<file path="src/rtl/bcd_pkg.sv">
// Shared BCD/7-segment definitions: converter state encoding, digit limits and segment codes.
package bcd_pkg;

  typedef enum logic [1:0] {
    IDLE  = 2'd0,
    SHIFT = 2'd1,
    DONE  = 2'd2
  } state_t;

  localparam int unsigned DIG_MAX  = 9;
  localparam int unsigned NIB_CORR = 3;
  localparam int unsigned NIB_THR  = 8;

  // Segment order {a,b,c,d,e,f,g}, active-high; shared with the binary-to-display path.
  localparam logic [6:0] SEG_0 = 7'b1111110;
  localparam logic [6:0] SEG_1 = 7'b0110000;
  localparam logic [6:0] SEG_2 = 7'b1101101;
  localparam logic [6:0] SEG_3 = 7'b1111001;
  localparam logic [6:0] SEG_4 = 7'b0110011;
  localparam logic [6:0] SEG_5 = 7'b1011011;
  localparam logic [6:0] SEG_6 = 7'b1011111;
  localparam logic [6:0] SEG_7 = 7'b1110000;
  localparam logic [6:0] SEG_8 = 7'b1111111;
  localparam logic [6:0] SEG_9 = 7'b1111011;

endpackage

</file>
<file path="src/rtl/seg7_to_bcd.sv">
// Single-digit 7-segment decoder: code -> 4-bit digit plus invalid flag for unknown patterns.
module seg7_to_bcd
  import bcd_pkg::*;
(
  input  logic [6:0] seg,
  output logic [3:0] digit_c,
  output logic       invalid_c
);

  always_comb begin
    digit_c   = 4'd0;
    invalid_c = 1'b0;
    case (seg)
      SEG_0:   digit_c = 4'd0;
      SEG_1:   digit_c = 4'd1;
      SEG_2:   digit_c = 4'd2;
      SEG_3:   digit_c = 4'd3;
      SEG_4:   digit_c = 4'd4;
      SEG_5:   digit_c = 4'd5;
      SEG_6:   digit_c = 4'd6;
      SEG_7:   digit_c = 4'd7;
      SEG_8:   digit_c = 4'd8;
      SEG_9:   digit_c = 4'd9;
      default: invalid_c = 1'b1;
    endcase
  end

endmodule

</file>
<file path="src/rtl/bcd_to_bin_seq.sv">
// Sequential BCD-to-binary converter (reverse double dabble, one bit per clock).
// Optional SEG_INPUT_EN: digits come from per-digit 7-segment codes on seg_in instead of bcd_in.
module bcd_to_bin_seq
  import bcd_pkg::*;
#(
  parameter int unsigned DIGITS = 3,
  parameter int unsigned BIN_W  = 10
) (
  input  logic                  clk,
  input  logic                  rst_n,
  input  logic                  start,
  input  logic [4*DIGITS-1:0]   bcd_in,
`ifdef SEG_INPUT_EN
  input  logic [7*DIGITS-1:0]   seg_in,
`endif
  output logic                  busy,
  output logic                  done,
  output logic                  err,
  output logic [BIN_W-1:0]      bin_out
);

  localparam int unsigned BCD_W = 4 * DIGITS;
  localparam int unsigned SR_W  = BCD_W + BIN_W;
  localparam int unsigned CNT_W = (BIN_W > 1) ? $clog2(BIN_W) : 1;

  state_t            state, state_d;
  logic [SR_W-1:0]   sreg, sreg_d;
  logic [CNT_W-1:0]  cnt, cnt_d;
  logic [BIN_W-1:0]  bin_d;
  logic              err_d, busy_d, done_d;

  logic [BCD_W-1:0]  src_bcd;
  logic              src_bad;
  logic [SR_W-1:0]   shifted, corrected;

`ifdef SEG_INPUT_EN
  logic [DIGITS-1:0] seg_bad;

  for (genvar g = 0; g < int'(DIGITS); g++) begin : g_dec
    seg7_to_bcd u_dec (
      .seg       (seg_in[7*g +: 7]),
      .digit_c   (src_bcd[4*g +: 4]),
      .invalid_c (seg_bad[g])
    );
  end

  assign src_bad = |seg_bad;
`else
  assign src_bcd = bcd_in;

  always_comb begin
    src_bad = 1'b0;
    for (int i = 0; i < int'(DIGITS); i++) begin
      if (bcd_in[4*i +: 4] > 4'(DIG_MAX)) src_bad = 1'b1;
    end
  end
`endif

  // One reverse-dabble step: shift right, then pull every BCD nibble >= 8 back by 3.
  always_comb begin
    shifted   = sreg >> 1;
    corrected = shifted;
    for (int i = 0; i < int'(DIGITS); i++) begin
      if (shifted[BIN_W + 4*i +: 4] >= 4'(NIB_THR)) begin
        corrected[BIN_W + 4*i +: 4] = shifted[BIN_W + 4*i +: 4] - 4'(NIB_CORR);
      end
    end
  end

  always_ff @(posedge clk or negedge rst_n) begin
    if (!rst_n) state <= IDLE;
    else        state <= state_d;
  end

  always_comb begin
    state_d = state;
    sreg_d  = sreg;
    cnt_d   = cnt;
    bin_d   = bin_out;
    err_d   = err;
    case (state)
      IDLE: begin
        if (start) begin
          if (src_bad) begin
            err_d   = 1'b1;
            bin_d   = '0;
            state_d = DONE;
          end else begin
            sreg_d  = {src_bcd, {BIN_W{1'b0}}};
            cnt_d   = '0;
            state_d = SHIFT;
          end
        end
      end
      SHIFT: begin
        sreg_d = corrected;
        cnt_d  = cnt + CNT_W'(1);
        if (cnt == CNT_W'(BIN_W - 1)) begin
          bin_d   = corrected[BIN_W-1:0];
          err_d   = 1'b0;
          state_d = DONE;
        end
      end
      DONE:    state_d = IDLE;
      default: state_d = IDLE;
    endcase
    busy_d = (state_d != IDLE);
    done_d = (state_d == DONE);
  end

  // Datapath and registered outputs follow the next-state decision.
  always_ff @(posedge clk or negedge rst_n) begin
    if (!rst_n) begin
      sreg    <= '0;
      cnt     <= '0;
      bin_out <= '0;
      err     <= 1'b0;
      busy    <= 1'b0;
      done    <= 1'b0;
    end else begin
      sreg    <= sreg_d;
      cnt     <= cnt_d;
      bin_out <= bin_d;
      err     <= err_d;
      busy    <= busy_d;
      done    <= done_d;
    end
  end

endmodule

</file>
<file path="config.mk">
export PLATFORM = sky130hd
export DESIGN_NAME = bcd_to_bin_seq
export DESIGN_NICKNAME = d
export VERILOG_FILES = /design/src/rtl/bcd_pkg.sv /design/src/rtl/seg7_to_bcd.sv /design/src/rtl/bcd_to_bin_seq.sv
export SDC_FILE = /design/constraint.sdc
export NUM_CORES = 1
export LEC_CHECK = 0
export BUFFER_PORTS_ARGS = -buffer_cell sky130_fd_sc_hd__buf_2
export CAP_MARGIN = 20
export CORE_MARGIN = 1
export CORE_UTILIZATION = 45
export DETAILED_ROUTE_END_ITERATION = 16
export PLACE_DENSITY = 0.66
export SLEW_MARGIN = 5
export SYNTH_ARGS = -nofsm -noshare
export SYNTH_HDL_FRONTEND = slang
export SYNTH_HIERARCHICAL = 1
export SYNTH_SLANG_ARGS = --single-unit
</file>
<file path="constraint.sdc">
create_clock -name clk -period 3.65 [get_ports clk]
set_clock_uncertainty 0.1 [all_clocks]
set_input_delay 0.5475 -clock clk [delete_from_list [all_inputs] [get_ports clk]]
set_output_delay 0.5475 -clock clk [all_outputs]
set_load 0.02 [all_outputs]
</file>
# Yosys cells after proc, flatten, opt, wreduce, memory -nomap -nowiden

Index checks and enable logic that the tools add are counted.

Register bits: 41
Logic and storage cells: 53
Output and inout bits: 13
Input bits: 15

Muxes and demuxes: 24
Magnitude comparators: 6
Reductions and logical operators: 5
Eq/ne operators: 7
Add/subtract/negate cells: 4

Operator list:

| cell                                                | number |
|---|---|
| 2-to-1 mux 22 bit                                   | 2 |
| one-hot mux 22 bit (2 select lines)                 | 1 |
| 2-to-1 mux 10 bit                                   | 3 |
| 2-to-1 mux 4 bit                                    | 5 |
| one-hot mux 10 bit (2 select lines)                 | 1 |
| > comparator 4 bit, second input constant           | 3 |
| >= comparator 4 bit, second input constant          | 2 |
| != test 2 bit, second input constant                | 4 |
| one-hot mux 4 bit (2 select lines)                  | 1 |
| subtractor 4 x 2 -> 4 bit, second input constant    | 2 |
| 2-to-1 mux 1 bit                                    | 6 |
| 2-to-1 mux 2 bit                                    | 3 |
| adder 4 x 1 -> 4 bit, second input constant         | 1 |
| equality test 4 bit, second input constant          | 1 |
| >= comparator 3 x 4 -> 1 bit, second input constant | 1 |
| one-hot mux 2 bit (2 select lines)                  | 1 |
| AND reduction 4 bit                                 | 1 |
| nonzero test 2 bit                                  | 2 |
| subtractor 3 x 2 -> 4 bit, second input constant    | 1 |
| AND reduction 3 bit                                 | 1 |
| equality test 2 x 1 -> 1 bit, second input constant | 1 |
| equality test 2 bit, second input constant          | 1 |
| zero test 2 bit                                     | 1 |
| one-hot mux 1 bit (2 select lines)                  | 1 |

# Longest topological paths before layout

Gate-level depths: netlist (run 1).

Word-level depth: 8
Gate-level depth with buffers: 7
Mapped depth without buffers: 6

# Worst setup path after synthesis (run 1)

No wires, ideal clock.

Kind: input port to flip-flop
Start: in start
End: reg bin_out[0]
Cell stages on the path: 5
Data arrival time: 1.429 ns
Buffers on the path: 1
Setup time: 0.121 ns
Path slack: 2.000 ns
Required time: 3.429 ns
Cells stage by stage: or3b_1 > a31oi_2 > nor2_2 > buf_6 > a22o_1

Word-level cells in the longest chain between the ends: 2

Ends and longest elaborated chain:

| what                          | line                  | source |
|---|---|---|
| from (decl)                   | bcd_to_bin_seq.sv:11  | `input logic start,` |
| != test 2 bit (no line)       | -                     |  |
| AND reduction 4 bit (no line) | -                     |  |
| to (signal assigned)          | bcd_to_bin_seq.sv:123 | `bin_out <= bin_d;` |
| to (decl)                     | bcd_to_bin_seq.sv:19  | `output logic [BIN_W-1:0] bin_out` |

No other way between the ends.
A chain may end at the register's enable or synchronous reset.

# Final worst setup path (run 1)

Start: reg state[1]
End: reg bin_out[9]

Word-level cells in the longest chain between the ends: 3
Elaborated cells on any way between the ends: 8
Those cells by class: eq/ne (4); mux (1); reduce/logical (3)

Ends and longest elaborated chain:

| what                                                                   | line                 | source |
|---|---|---|
| from (decl)                                                            | bcd_to_bin_seq.sv:26 | `state_t state, state_d;` |
| from (signal assigned)                                                 | bcd_to_bin_seq.sv:72 | `else state <= state_d;` |
| equality test 2 x 1 -> 1 bit / zero test 2 bit (equally long branches) | bcd_to_bin_seq.sv:81 | `case (state)` |
| != test 2 bit (no line) / nonzero test 2 bit (equally long branches)   | -                    |  |
| AND reduction 4 bit (no line)                                          | -                    |  |

Several ways; a longest one is shown, not always the timed one.

==> impl_metrics.ini, run 1 <==
[die]
dieWidth_um = 65.7
ios = 28
die_area_um2 = 4320
fp-row-count = 22
core_area_um2 = 3770
die_h_um = 65.7
start_util_pct = 48.5

[timing]
min_period_ns = 2.24
slew_headroom_pct = 43.3
fmax_mhz = 447
setup_viol = 0
holdWs_ns = 0.264
worst_pin_slew_ns = 0.850
maxSlewViolCount = 0
rsz0062_at_grt = false
min_period_over_period_pct = 61.4
finalSetupTns_ns = 0
finalHoldViolCount = 0

[global_route]
grtUsageTotal_pct = 19.5
grt_pass1_wl_um = 6150
gr-total-overflow = 0
grt_max_degree = 41
antenna_found_initial = 0
grt_pass1_vias = 1265

[detailed_routing]
dr_total_vias = 1276
avgRoutedWirePerCell_um = 14.8
drt_iter0_markers = 67
viasPerCell = 5.41
drc = 0
routed_wl_um = 3500
drt_first_pass_iters = 4
ant_nets = 0

[clocking]
cts_tree = yes
clk_latency_ns = 0.29
cts_made_buffers = 5
h-tree-depth = 2
root_buffer = clkbuf_8
clockBufferDepth = 2
cts.sinks = 40
post_cts_resized = 0
cts.clk_slew.worst_paths_ns = 0.07
post_cts_buffers = 0
ctsHoldBuffers = 0

[pwr]
cellLeakagePower_nw = 1.04
powerDensity_nw_per_um2 = 787
ir_drop_uv = 347

[synthesis]
synth_area_um2 = 1830
syn_nets = 182
synth.yosys.warnings = 6
synth_cell_type_count = 31
synth_top_area_cell = dfrtp_1
yosys-top-cells-area = dfrtp_1 55%, a22o_1 9.6%, ha_1 4.1%
synthCells = 161
ys_seq_elements = 40
synth_top_area_share_pct = 54.8
syn_avg_cell_area_um2 = 11.4
yosysSeqAreaShare_pct = 54.8

[critical_path]
path_max_fanout = 20
max_stage_delay_ns = 0.60
critPathRequiredTime_ns = 3.73
cp_cell_sequence = nand2b_1 > nor3_4 > nor2_2 > a32o_1
critical_path_class = reg -> reg
crit_family = simple AND/OR/NAND/NOR gates
arrival_ns = 2.32
crit_buf_inv = 0
cp_slowest_cell = nor3_4
cp-end-kind = flip-flop
startpoint_type = flip-flop

[cells_and_area]
drive_above_1_share_pct = 24.5
final_cell_mix = 40 x dfrtp_1, 27 x buf_2, 20 x a22o_1
fin_nets = 209
area_growth_pct = 15.5
antenna_cells = 0
fillCellCount = 322
final_common_cell = dfrtp_1

[place]
place_congestion = 0.789
hpwlAfterDp_um = 2470
portBuffers = 27

[min_path]
hp-class = in -> async

[run_status]
status = finished clean

[flow_run]
cap_viol_max_count = 0
==> cells in the mapped netlist <==
cell type,count
nand3_1,1
mux2_2,1
dfrtp_1,40
o221a_1,2
o21ai_0,2
nor2b_1,2
a31oi_2,1
a41oi_2,1
a22o_1,20
nand2b_1,3
mux2i_1,7
buf_6,1
nor3_1,1
inv_2,2
xnor2_1,4
inv_1,5
a21oi_1,8
buf_4,2
o21ai_1,9
or3_1,2
nand4_1,1
nand2_1,12
nor3_4,1
a32o_1,1
nor2_2,1
a31oi_1,1
o21ai_2,3
or3b_1,1
ha_1,6
nor2_1,14
buf_2,6
==> logic make-up after synthesis <==
kind of cell	count (synthesis)	share of synthesized area, %
adder cells (fa/ha/maj)	6	4.11
AO/OA/AOI/OAI	48	19.9
buffers and inverters	16	4.52
AND/OR/NAND/NOR	39	10.3
XOR/XNOR	4	1.92
flip-flops	40	54.8
multiplexers	8	4.45
==> final timing paths <==
| kind | start | end | slack [ns] | cells after the start |
|---|---|---|---|---|
| max reg2reg | state[1] | bin_out[9] | 1.41 | 4 |
| max | state[1] | bin_out[9] | 1.41 | 4 |
| min in group clk | err | err | 0.40 | 2 |
| max in group asynchronous | rst_n | sreg[20] | 2.66 | 1 |
| min reg2reg | err | err | 0.40 | 2 |
| min | rst_n | sreg[11] | 0.26 | 1 |
==> area by class of cell <==
| cell class | instances | area [um2] | share of cell area, % |
|---|---|---|---|
| inverter | 7 | 26.3 | 1.24 |
| multi-input combinational | 105 | 744 | 35.3 |
| sequential | 40 | 1000 | 47.4 |
| clock inverter | 2 | 60.1 | 2.85 |
| timing repair buffer | 29 | 150 | 7.11 |
| tap | 48 | 60.1 | 2.85 |
| clock buffer | 5 | 68.8 | 3.26 |
==> through the flow <==
stage / instances / setup slack, ns / total power, mW / instance area, um2 / util (%)
4_1_cts: 236 / 1.38 / 1.68 / 2110 / 56.0
3_5_place_dp: 229 / 1.39 / 1.26 / 1980 / 52.6
3_3_place_gp: 229 / 1.54 / 1.23 / 1980 / 52.6
6_report: 236 / 1.41 / 1.66 / 2110 / 56.0
2_1_floorplan: 161 / 2.00 / 1.13 / 1830 / -
5_1_grt: 236 / 1.22 / 1.78 / 2110 / 56.0
==> worst reg2reg max path, stage by stage (launching register included) <==
cell	delay (ns)
dfrtp_1	0.42
nand2b_1	0.50
nor3_4	0.61
nor2_2	0.25
a32o_1	0.26
==> power breakdown <==
part	switching, mW	internal [mW]	leakage (nW)
Sequential	0.144	0.587	0.520
Clock	0.143	0.269	0.0642
Combinational	0.287	0.232	0.455
Total	0.573	1.09	1.04
==> state kept, by name, indices dropped and copies added, names as in the netlist <==
| name | flops |
|---|---|
| bin_out | 10 |
| busy | 1 |
| cnt | 4 |
| done | 1 |
| err | 1 |
| sreg | 21 |
| state | 2 |
==> layer usage <==
metal,global-route usage [%],vias to the layer above,part of all wire [%]
li1,-,625,-
met1,26.6,621,47
met2,29.3,22,47
met3,4.51,8,3.9
met4,8.97,0,2.0
met5,0,-,0
Power figures use the tool's default switching activity.
==> run 2: changes to the inputs <==
- PLACE_DENSITY: 0.66 -> 0.68
- clock period: 3.65 -> 1.96 ns (I/O delays scaled with it)
==> run 2 against run 1 <==
Compared with the run above:
- count of clock-buffer cells in the layout did not move
- wire length rose by 4.5%
- sequential share of layout area fell by 0.77 points
- critical path depth did not move
- fmax rose by 29%
- worst hold slack got worse by 0.11 ns
- register-to-register slack got worse by 1.2 ns
- power rose by 84%
- die area did not move
- setup slack got worse by 1.2 ns
- first-iteration DRC count rose by 21%
- non-clock buffer count rose by 6
==> impl_metrics.ini, run 2 (same netlist as run 1, synthesis figures left out) <==
[cells_and_area]
fin_nets = 215
fillCellCount = 324
fin_util_pct = 56.9
area_growth_pct = 17.4
fin_area_um2 = 2150
final_common_cell = dfrtp_1
multiInputGateArea_um2 = 744
antenna_cells = 0
largest_reg_flops = 21
top_regs = sreg x21, bin_out x10, cnt x4
final_cell_mix = 40 x dfrtp_1, 27 x buf_2, 20 x a22o_1
regMostFlops = sreg
drive_above_1_share_pct = 26.7
seq_area_um2 = 1000

[timing]
maxSlewViolCount = 0
min_period_ns = 1.73
min_period_over_period_pct = 88.4
setup_viol = 0
finalHoldViolCount = 0
rsz0062_at_grt = false
finalSetupTns_ns = 0
holdWs_ns = 0.156
slew_headroom_pct = 64.5
fmax_mhz = 577
worst_pin_slew_ns = 0.532

[global_route]
antenna_found_initial = 0
grt_pass1_wl_um = 6130
grt_max_degree = 41
grt_pass1_vias = 1293
gr-total-overflow = 0
grtUsageTotal_pct = 19.5

[place]
placed_area_um2 = 2020
hpwlAfterDp_um = 2520
place_congestion = 0.843
portBuffers = 27

[detailed_routing]
avgRoutedWirePerCell_um = 15.1
routed_wl_um = 3660
drt_first_pass_iters = 4
drc = 0
viasPerCell = 5.47
drt_iter0_markers = 81
ant_nets = 0
dr_total_vias = 1329

[die]
dieWidth_um = 65.7
fp-row-count = 22
die_h_um = 65.7
die_area_um2 = 4320
ios = 28
core_area_um2 = 3770
start_util_pct = 48.5

[flow_run]
cap_viol_max_count = 0

[clocking]
cts.sinks = 40
h-tree-depth = 2
clk_latency_ns = 0.30
root_buffer = clkbuf_8
post_cts_resized = 0
post_cts_buffers = 0
clockBufferDepth = 2
ctsHoldBuffers = 1
cts_made_buffers = 5
cts.clk_slew.worst_paths_ns = 0.09
cts_tree = yes

[critical_path]
arrival_ns = 1.81
path_max_fanout = 14
r2r_start = state[1]
ff2ff_path_depth = 4
critPathRequiredTime_ns = 2.04
critPathLaunch = state[1]
cp-end-kind = flip-flop
startpoint_type = flip-flop
critical_path_class = reg -> reg
rr_endpoint = sreg[19]
rrSetupSlack_ns = 0.23

[min_path]
min_from = bcd_in[11]
hp-class = in -> reg
worstHoldEndpoint = sreg[21]
min_path_cells = 2

[pwr]
powerDensity_nw_per_um2 = 1420
ir_drop_uv = 611
cellLeakagePower_nw = 1.06

[run_status]
status = finished clean
==> run 2: cell types whose count changed in the layout (fill, tap and decap cells not counted), sizes merged <==
cell         delta
dlygate4sd3     +1
buf             +5
bufinv          -1
clkinv          +2
==> run 2: per-stage QoR <==
stage / instances / power (mW) / setup WS, ns
3_3_place_gp: 234 / 2.30 / 0.355
3_5_place_dp: 234 / 2.37 / 0.233
6_report: 243 / 3.05 / 0.228
4_1_cts: 243 / 3.07 / 0.201
5_1_grt: 243 / 3.26 / 0.112
2_1_floorplan: 161 / 2.10 / 0.420
==> run 2: worst max-delay path by stage <==
stage                             to  slack, ns  depth (start not counted)
final                       sreg[19]       0.23                          4
after global routing        sreg[19]       0.11                          4
after detailed placement    sreg[19]       0.23                          4
after CTS                   sreg[19]       0.20                          4
after global placement      sreg[13]       0.35                          5
after floorplan           bin_out[0]       0.42                          5
==> run 2: where the power goes <==
group	internal, mW	total, mW	leakage, nW	switching, mW
clock	0.384	0.695	0.0583	0.312
combinational	0.458	0.993	0.482	0.534
sequential	1.09	1.37	0.520	0.274
total	1.93	3.05	1.06	1.12
==> run 2: final cells by class <==
| cell class | count | share of cell area [%] |
|---|---|---|
| clock buffer | 5 | 3.21 |
| clock inverter | 3 | 2.22 |
| inverter | 7 | 1.22 |
| multi-input combinational | 105 | 34.7 |
| sequential | 40 | 46.6 |
| tap | 48 | 2.80 |
| timing repair buffer | 35 | 9.21 |
==> run 2: routing by layer <==
| layer | share of wire (%) | vias up | track usage (%) | wire length (um) |
|---|---|---|---|---|
| met4 | 1.9 | 0 | 9.24 | 69 |
| li1 | - | 634 | - | - |
| met5 | 0 | - | 0 | 0 |
| met3 | 3.9 | 6 | 3.82 | 142 |
| met2 | 47 | 35 | 30.7 | 1730 |
| met1 | 47 | 654 | 25.6 | 1720 |
==> run 2: critical path: stages, from the launching register on <==
cell and delay [ns]:
dfrtp_1 0.45, nor2b_1 0.39, buf_4 0.30, mux2i_1 0.27, o21ai_1 0.09
